**src/rtl/sha_round_sequencer_if.sv**
```systemverilog
// Control/status bundle between the SHA top FSM and the round sequencer.
// Master side issues start/stall/abort/clr_blk; slave side reports round state.
// Widths follow the sequencer's round-index and block-counter parameters.
interface sha_round_sequencer_if #(
    parameter int CNT_W = 7,
    parameter int BLK_W = 8
);
    logic             start;
    logic             stall;
    logic             abort;
    logic             clr_blk;
    logic [CNT_W-1:0] j;
    logic             round_vld;
    logic             first_round;
    logic             last_round;
    logic             sched_sel;
    logic             busy;
    logic             done;
    logic [BLK_W-1:0] blk_cnt;
    logic             blk_ovf;

    modport master (
        output start, stall, abort, clr_blk,
        input  j, round_vld, first_round, last_round, sched_sel,
               busy, done, blk_cnt, blk_ovf
    );

    modport slave (
        input  start, stall, abort, clr_blk,
        output j, round_vld, first_round, last_round, sched_sel,
               busy, done, blk_cnt, blk_ovf
    );
endinterface

```
**src/rtl/sha_round_sequencer.sv**
```systemverilog
// Round sequencer for the SHA compression datapath: round index, phase flags, block count.
// Latency: start -> first round next cycle; done ROUNDS+1 cycles after start acceptance.
// Backpressure: stall freezes the round index in RUN; abort returns to IDLE from any state.
module sha_round_sequencer #(
    parameter int CNT_W       = 7,
    parameter int ROUNDS      = 64,
    parameter int SCHED_SPLIT = 16,
    parameter int BLK_W       = 8
) (
    input  logic                   i_clk,
    input  logic                   i_rst,
    sha_round_sequencer_if.slave   sif
);

    typedef enum logic [1:0] {
        ST_IDLE = 2'd0,
        ST_RUN  = 2'd1,
        ST_DONE = 2'd2
    } state_t;

    // Index of the final round; the compare is done at CNT_W bits.
    localparam logic [CNT_W-1:0] LAST_J  = CNT_W'(ROUNDS - 1);
    // One extra bit so SCHED_SPLIT == 2**CNT_W is still representable.
    localparam logic [CNT_W:0]   SPLIT_X = (CNT_W + 1)'(SCHED_SPLIT);

    state_t           state_q, state_d;
    logic [CNT_W-1:0] j_q, j_d;
    logic [BLK_W-1:0] blk_cnt_q, blk_cnt_d;
    logic             blk_ovf_q, blk_ovf_d;

    logic             in_run;
    logic             blk_inc;

    assign in_run = (state_q == ST_RUN);

    // State, round index and block counter registers.
    always_ff @(posedge i_clk or negedge i_rst) begin
        if (!i_rst) begin
            state_q   <= ST_IDLE;
            j_q       <= '0;
            blk_cnt_q <= '0;
            blk_ovf_q <= 1'b0;
        end else begin
            state_q   <= state_d;
            j_q       <= j_d;
            blk_cnt_q <= blk_cnt_d;
            blk_ovf_q <= blk_ovf_d;
        end
    end

    // Next state and round index; abort overrides every other transition.
    always_comb begin
        state_d = state_q;
        j_d     = j_q;
        unique case (state_q)
            ST_IDLE: begin
                j_d = '0;
                if (sif.start) begin
                    state_d = ST_RUN;
                end
            end
            ST_RUN: begin
                if (!sif.stall) begin
                    if (j_q == LAST_J) begin
                        state_d = ST_DONE;
                        j_d     = '0;
                    end else begin
                        j_d = j_q + CNT_W'(1);
                    end
                end
            end
            ST_DONE: begin
                state_d = ST_IDLE;
                j_d     = '0;
            end
            default: begin
                state_d = ST_IDLE;
                j_d     = '0;
            end
        endcase
        if (sif.abort) begin
            state_d = ST_IDLE;
            j_d     = '0;
        end
    end

    // Completed-block counter; the increment leaves DONE unless aborted, clear wins.
    assign blk_inc = (state_q == ST_DONE) && !sif.abort;

    always_comb begin
        blk_cnt_d = blk_cnt_q;
        blk_ovf_d = blk_ovf_q;
        if (sif.clr_blk) begin
            blk_cnt_d = '0;
            blk_ovf_d = 1'b0;
        end else if (blk_inc) begin
            blk_cnt_d = blk_cnt_q + BLK_W'(1);
            if (blk_cnt_q == {BLK_W{1'b1}}) begin
                blk_ovf_d = 1'b1;
            end
        end
    end

    // Outputs decode registered state only, so no input reaches an output combinationally.
    assign sif.j           = j_q;
    assign sif.round_vld   = in_run;
    assign sif.first_round = in_run && (j_q == '0);
    assign sif.last_round  = in_run && (j_q == LAST_J);
    assign sif.sched_sel   = in_run && ({1'b0, j_q} < SPLIT_X);
    assign sif.busy        = (state_q != ST_IDLE);
    assign sif.done        = (state_q == ST_DONE);
    assign sif.blk_cnt     = blk_cnt_q;
    assign sif.blk_ovf     = blk_ovf_q;

endmodule

```
**src/flat_wrapper.sv**
```systemverilog
// flat-port wrapper written by rule: the top's interface ports become plain ports
module sha_round_sequencer_flat 
#(
    parameter int CNT_W       = 7,
    parameter int ROUNDS      = 64,
    parameter int SCHED_SPLIT = 16,
    parameter int BLK_W       = 8
)
  (i_clk, i_rst, sif_start, sif_stall, sif_abort, sif_clr_blk, sif_j, sif_round_vld, sif_first_round, sif_last_round, sif_sched_sel, sif_busy, sif_done, sif_blk_cnt, sif_blk_ovf);
  sha_round_sequencer_if #(.CNT_W(CNT_W), .BLK_W(BLK_W)) sif_i ();
  input  logic i_clk;
  input  logic i_rst;
  input wire logic [$bits(sif_i.start)-1:0] sif_start;
  input wire logic [$bits(sif_i.stall)-1:0] sif_stall;
  input wire logic [$bits(sif_i.abort)-1:0] sif_abort;
  input wire logic [$bits(sif_i.clr_blk)-1:0] sif_clr_blk;
  output wire logic [$bits(sif_i.j)-1:0] sif_j;
  output wire logic [$bits(sif_i.round_vld)-1:0] sif_round_vld;
  output wire logic [$bits(sif_i.first_round)-1:0] sif_first_round;
  output wire logic [$bits(sif_i.last_round)-1:0] sif_last_round;
  output wire logic [$bits(sif_i.sched_sel)-1:0] sif_sched_sel;
  output wire logic [$bits(sif_i.busy)-1:0] sif_busy;
  output wire logic [$bits(sif_i.done)-1:0] sif_done;
  output wire logic [$bits(sif_i.blk_cnt)-1:0] sif_blk_cnt;
  output wire logic [$bits(sif_i.blk_ovf)-1:0] sif_blk_ovf;
  assign sif_i.start = sif_start;
  assign sif_i.stall = sif_stall;
  assign sif_i.abort = sif_abort;
  assign sif_i.clr_blk = sif_clr_blk;
  assign sif_j = sif_i.j;
  assign sif_round_vld = sif_i.round_vld;
  assign sif_first_round = sif_i.first_round;
  assign sif_last_round = sif_i.last_round;
  assign sif_sched_sel = sif_i.sched_sel;
  assign sif_busy = sif_i.busy;
  assign sif_done = sif_i.done;
  assign sif_blk_cnt = sif_i.blk_cnt;
  assign sif_blk_ovf = sif_i.blk_ovf;
  sha_round_sequencer #(.CNT_W(CNT_W), .ROUNDS(ROUNDS), .SCHED_SPLIT(SCHED_SPLIT), .BLK_W(BLK_W)) u_core (.i_clk(i_clk), .i_rst(i_rst), .sif(sif_i));
endmodule
```
**config.mk**
```make
export PLATFORM = sky130hd
export DESIGN_NAME = sha_round_sequencer_flat
export DESIGN_NICKNAME = d
export VERILOG_FILES = /design/src/rtl/sha_round_sequencer_if.sv /design/src/rtl/sha_round_sequencer.sv /design/src/flat_wrapper.sv
export SDC_FILE = /design/constraint.sdc
export NUM_CORES = 1
export LEC_CHECK = 0
export CORE_UTILIZATION = 45
export DETAILED_ROUTE_END_ITERATION = 10
export GPL_TIMING_DRIVEN = 0
export PLACE_DENSITY = 0.83
export REMOVE_ABC_BUFFERS = 1
export SYNTH_ARGS = -nofsm -noshare
export SYNTH_HDL_FRONTEND = slang
export SYNTH_SLANG_ARGS = --single-unit
```
**constraint.sdc**
```tcl
create_clock -name i_clk -period 1.73 [get_ports i_clk]
set_input_delay 0.346 -clock i_clk [delete_from_list [all_inputs] [get_ports i_clk]]
set_output_delay 0.346 -clock i_clk [all_outputs]
set_load 0.005 [all_outputs]
```
==> results.yml, run 1 <==
run_status:
  status: "finished clean"
global_routing:
  grt_pass1_vias: 885
  grt_usage_pct: 23.8
  antenna_found_initial: 0
  grt_max_degree: 19
  grt-ovfl-total: 0
  grt_pass1_wl_mm: 3.77
yosys:
  synth_edf_count: 0
  postSynth.asyncResetShare_pct: 100
  ys_warn_count: 0
  seq_area_frac_synth_pct: 47.6
  yosys.cell_types.count: 32
  synth_seq_cells: 18
  syn_inst: 93
  synth_ff_type: "dfrtp_1"
  avgSynthCellArea_um2: 10.2
  synth.cell_area_um2: 946
route:
  drc: 0
  drtIter0Drc: 7
  dr.pass1.iters: 4
  ant_nets: 0
  wire_per_inst_um: 15.0
  viasPerCell: 5.61
  wirelength_mm: 2.34
  vias: 875
timing:
  period_minus_slack_ns: 1.69
  slew_viol_final: 0
  finClkSkew_ns: 0.0122
  setup_viol: 0
  finalHoldViolations: 0
  max_freq_mhz: 592
  rsz0062_at_grt: "yes"
  setup_ws_ns: 0.0396
  worst_pin_slew_ns: 0.802
  period_share_pct: 97.7
  relSlewSlack_pct: 46.4
clock_network:
  cts_made_buffers: 3
  cts-htree-levels: 1
  clock_path_buffers: 2
  clkLatencyLatePin_ns: 0.29
  hold_buffers: 0
  clk_pin_slew_worst_paths_ns: 0.11
  clockRootBuffer: "clkbuf_4"
  clock-sinks: 18
  cts_tree: "built"
floorplan:
  dieArea_um2: 2290
  die_h_um: 47.8
  placementRows: 16
  start_util_pct: 48.2
  core-area_um2: 1960
  pin_count: 28
  die_w_um: 47.8
layout:
  n_fill_cell: 160
  final_util_pct: 70.3
  regArea_um2: 459
  area_growth_pct: 45.8
  final_nets: 139
  multi_input_area_um2: 529
  drive_gt1_share_pct: 24.0
  antenna_cells: 0
placed_design:
  gp_congestion: 0.805
  hpwl_mm: 1.57
  dp_worst_setup_slack_ns: -0.434
  portBuffers: 27
power_and_ir_drop:
  ir_drop_mv: 0.400
  power_density_nw_per_um2: 601
  p_leak_nw: 0.581
setup_path:
  regToRegSetupSlack_ns: 0.04
  cp-end-kind: "flip-flop"
  path_class: "flip-flop to flip-flop"
  worstSetupStartpointType: "flip-flop"
  cp_max_fo: 10
  required_ns: 1.96
  worstPathArrival_ns: 1.92
hold_path:
  hold_path.class: "input port to asynchronous set/reset pin"
run:
  cap_violations: 0
[cell usage after synthesis (2+ instances only)]
| cell type | instances | share of area [%] |
|---|---|---|
| dfrtp_1 | 18 | 48 |
| a21oi_1 | 8 | 4.2 |
| nor2_1 | 6 | 2.4 |
| nand3_1 | 5 | 2.6 |
| o21ai_0 | 5 | 2.6 |
| inv_1 | 4 | 1.6 |
| o31ai_1 | 4 | 3.2 |
| or3_1 | 4 | 2.6 |
| or4_1 | 4 | 3.2 |
| ha_1 | 3 | 4.0 |
| nand2_1 | 3 | 1.2 |
| mux2i_1 | 2 | 2.1 |
| nand2b_1 | 2 | 1.3 |
| nand4_1 | 2 | 1.3 |
| nor2b_1 | 2 | 1.3 |
| nor3_1 | 2 | 1.1 |
| nor4_1 | 2 | 1.3 |
| xnor2_1 | 2 | 1.9 |
| xor2_1 | 2 | 1.9 |
[critical path, cell delays in order (launching register included)]
cell and delay (ns):
dfrtp_1 0.37, buf_4 0.14, or3b_4 0.44, or4_1 0.54, a21oi_2 0.15
[flip-flops by register name, indices dropped and copies added, names as in the netlist]
signal / cells
u_core.state_q: 2
u_core.sif.blk_ovf: 1
u_core.sif.blk_cnt: 8
u_core.sif.j: 7
[stage by stage]
| stage | cells | instance area, µm² | hold slack, ns | power [W] | setup TNS (ns) |
|---|---|---|---|---|---|
| final | 156 | 1380 | 0.508 | 0.000829 | 0 |
| after global routing | 156 | 1380 | 0.503 | 0.000877 | -0.141 |
| after CTS | 155 | 1350 | 0.499 | 0.000835 | -0.0973 |
| after detailed placement | 145 | 1230 | 0.508 | 0.000570 | -3.06 |
| after global placement | 145 | 1230 | 0.497 | 0.000565 | -2.71 |
| after floorplan | 91 | 931 | 0.0504 | 0.000492 | 0 |
[power breakdown]
part / internal (W) / leakage, nW / switching [W]
Combinational: 0.0000664 / 0.322 / 0.0000637
Clock: 0.000128 / 0.0210 / 0.000129
Sequential: 0.000429 / 0.238 / 0.0000123
Total: 0.000624 / 0.581 / 0.000205
[final cells by class]
type                            instances  area share, %
Inverter                                4           1.09
Clock buffer                            4           2.63
Tap cell                               27           2.45
Multi-Input combinational cell         69           38.4
Timing Repair Buffer                   34           22.1
Sequential cell                        18           33.3
[placed cells by master, fill, tap and decap left out, types with 2 or more instances in the layout]
cell and count:
xor2_1 2, buf_4 7, o31ai_1 4, nor2_1 6, nand2_1 2, ha_1 2, xnor2_1 2, o21ai_0 5
mux2i_1 2, clkbuf_4 3, inv_1 4, dlygate4sd2_1 4, a21oi_1 7, nand3_1 5, buf_2 2, dfrtp_2 7
or4_1 4, nor3_1 2, nor2b_1 2, dfrtp_1 11, nand4_1 2, clkdlybuf4s50_1 19, or3_1 4
[kinds of logic (layout without fill, tap and decap cells)]
family	count (synthesis)	after routing	share of synthesized area (%)
XOR/XNOR	4	4	3.70
adder cells (fa/ha/maj)	3	3	3.97
flip-flops	18	18	47.6
AO/OA/AOI/OAI	20	20	13.8
AND/OR/NAND/NOR	40	40	25.7
multiplexers	2	2	2.12
buffers and inverters	6	42	3.17
[what timing repair did]
item / 4_1_cts / 5_1_grt
gates resized for setup: 20 / 14
setup endpoints to repair: 9 / 15
setup buffers: 6 / 1
pin swaps: 3 / 6
[routing by layer]
metal  share of wire, %  vias to the layer above  GRT usage, %
met5                  0                        -             0
met4                1.1                        0          10.0
met3                3.8                        2          4.15
met2                 51                       30          42.4
met1                 44                      424          27.9
li1                   -                      419             -
[path summary, 6_finish.rpt]
kind / startpoint / end / cells after the start
setup / recovery: u_core.state_q[1] / u_core.sif.blk_cnt[7] / 4
hold / removal: i_rst / u_core.sif.j[6] / 1
setup reg to reg: u_core.state_q[1] / u_core.sif.blk_cnt[7] / 4
hold reg to reg: u_core.sif.blk_ovf / u_core.sif.blk_ovf / 2
max in group asynchronous: i_rst / u_core.sif.j[2] / 1
min in group i_clk: sif_abort / u_core.sif.j[2] / 2
Power figures use the tool's default switching activity.
==> run 2: changes to the inputs <==
--- a/config.mk
+++ b/config.mk
@@ -5,6 +5,7 @@
 export SDC_FILE = /design/constraint.sdc
 export NUM_CORES = 1
 export LEC_CHECK = 0
+export CORE_ASPECT_RATIO = 0.7
 export CORE_UTILIZATION = 45
 export DETAILED_ROUTE_END_ITERATION = 10
 export GPL_TIMING_DRIVEN = 0
==> constraint.sdc (replaced) <==
create_clock -name i_clk -period 1.9 [get_ports i_clk]
set_input_delay 0.38 -clock i_clk [delete_from_list [all_inputs] [get_ports i_clk]]
set_output_delay 0.38 -clock i_clk [all_outputs]
set_load 0.005 [all_outputs]
==> run 2 against run 1 <==
Net effect: the run now ends with design-rule violations left; register-to-register slack improved by 0.13 ns; hold slack got worse by 0.035 ns; sequential share of layout area increased by 0.79 points; sequential power is 8.8% lower; critical endpoint is now sif_first_round.
==> results.yml, run 2 (synthesis gave the netlist of run 1 again) <==
floorplan:
  start_util_pct: 49.3
  placementRows: 13
  dieArea_um2: 2290
  die_w_um: 56.8
  core-area_um2: 1920
  pin_count: 28
  die_h_um: 40.4
timing:
  rsz0062_at_grt: "no"
  worst_pin_slew_ns: 0.796
  finalHoldViolations: 0
  setup-tns-final_ns: 0
  slew_viol_final: 0
  max_freq_mhz: 552
  setup_viol: 0
  relSlewSlack_pct: 46.8
  period_share_pct: 95.4
  finClkSkew_ns: 0.00327
  setup_ws_ns: 0.0880
  period_minus_slack_ns: 1.81
clock_network:
  clk_pin_slew_worst_paths_ns: 0.10
  cts_made_buffers: 3
  clock-sinks: 18
  hold_buffers: 0
  cts-htree-levels: 1
  cts_tree: "built"
  clkLatencyLatePin_ns: 0.29
  clock_path_buffers: 2
  clockRootBuffer: "clkbuf_4"
power_and_ir_drop:
  power_density_nw_per_um2: 537
  ir_drop_mv: 0.432
  p_leak_nw: 0.558
placed_design:
  hpwl_mm: 1.62
  dp_worst_setup_slack_ns: -0.303
  postPlaceCellArea_um2: 1230
  gp_congestion: 0.850
  portBuffers: 27
setup_path:
  worstPathArrival_ns: 1.43
  critPathTopFamily: "simple AND/OR/NAND/NOR gates"
  critPathBufInv: 1
  required_ns: 1.52
  critPathSlowestCell: "dfrtp_1"
  worstSetupStartpointType: "flip-flop"
  slowest_delay_ns: 0.42
  cp_max_fo: 3
  crit_chain: "nand2b_4 -> nor4_4 -> and3_1 -> clkbuf_2"
  cp-end-kind: "primary output"
  path_class: "flip-flop to primary output"
route:
  vias: 867
  dr.pass1.iters: 7
  drc: 2
  highest-signal-layer: "met4"
  drtIter0Drc: 17
  viasPerCell: 5.90
  wirelength_mm: 2.28
  wl_met3_um: 85
  wire_per_inst_um: 15.5
  ant_nets: 0
  wl_met2_mm: 1.13
  wl_met1_mm: 1.04
global_routing:
  antenna_found_initial: 0
  grt_pass1_wl_mm: 3.60
  grt_max_degree: 19
  grt_usage_pct: 22.0
  grt-ovfl-total: 0
  grt_pass1_vias: 804
layout:
  design_area_um2: 1330
  largest_register_ffs: 8
  area_growth_pct: 40.1
  drive_gt1_share_pct: 14.4
  layout_commonest_cell: "clkdlybuf4s50_1"
  layout_common_cells: "20 x clkdlybuf4s50_1, 17 x dfrtp_1, 8 x a21oi_1, 6 x nor2_1"
  final_nets: 136
  antenna_cells: 0
run:
  cap_violations: 0
run_status:
  status: "finished with violations"
  violations: "design-rule violations"
hold_path:
  hold_path.class: "input port to flip-flop"
-- run 2: changes by cell type in the layout (fill, tap and decap cells not counted), sizes merged --
cell,previous run,this run
dlymetal6s2s,1,2
clkdlybuf4s50,19,20
clkbuf,5,4
buf,9,4
-- run 2: area by class of cell --
class	count	area [µm²]
multi-input combinational	69	509
sequential	18	452
fill	152	594
timing repair buffer	31	299
tap	22	27.5
clock buffer	3	22.5
inverter	4	15.0
-- run 2: final timing paths --
| check | startpoint | end | slack (ns) | cells after the start |
|---|---|---|---|---|
| setup / recovery | u_core.state_q[1] | sif_first_round | 0.09 | 4 |
| hold / removal | sif_abort | u_core.sif.j[2] | 0.47 | 2 |
| setup reg to reg | u_core.state_q[1] | u_core.sif.blk_cnt[5] | 0.17 | 4 |
| hold reg to reg | u_core.sif.blk_ovf | u_core.sif.blk_ovf | 0.52 | 2 |
| max in group asynchronous | i_rst | u_core.state_q[0] | 0.82 | 1 |
| min in group asynchronous | i_rst | u_core.sif.j[6] | 0.54 | 1 |
-- run 2: worst register-to-register path, cell delays in order, from the launching register on --
cell and delay, ns:
dfrtp_1 0.40, buf_6 0.13, or3b_4 0.45, or4_1 0.53, a21oi_1 0.15
-- run 2: repair_timing --
action | 4_1_cts | 5_1_grt
cloned | 0 | 0
resized for setup | 10 | 9
pin swaps | 2 | 2
setup endpoints to repair | 5 | 6
buffers inserted | 4 | 0
-- run 2: per-stage QoR --
| step | total power [W] | instances | hold WS (ns) | utilization, % |
|---|---|---|---|---|
| 6_report | 0.000711 | 147 | 0.473 | 69.0 |
| 5_1_grt | 0.000748 | 147 | 0.471 | 69.0 |
| 4_1_cts | 0.000713 | 147 | 0.523 | 67.7 |
| 3_5_place_dp | 0.000517 | 140 | 0.498 | 64.0 |
| 3_3_place_gp | 0.000515 | 140 | 0.489 | 64.0 |
| 2_1_floorplan | 0.000448 | 91 | 0.0844 | - |
-- run 2: power breakdown --
group | internal (W) | total, W | switching, W
Sequential | 0.000391 | 0.000403 | 0.0000120
Combinational | 0.0000653 | 0.000122 | 0.0000562
Clock | 0.0000739 | 0.000187 | 0.000113
Total | 0.000530 | 0.000711 | 0.000181
-- run 2: metal layers --
metal | GRT usage [%] | vias to the layer above
met5 | 0 | -
met4 | 6.71 | 0
met3 | 6.13 | 2
met2 | 38.1 | 16
met1 | 27.9 | 438
li1 | - | 411
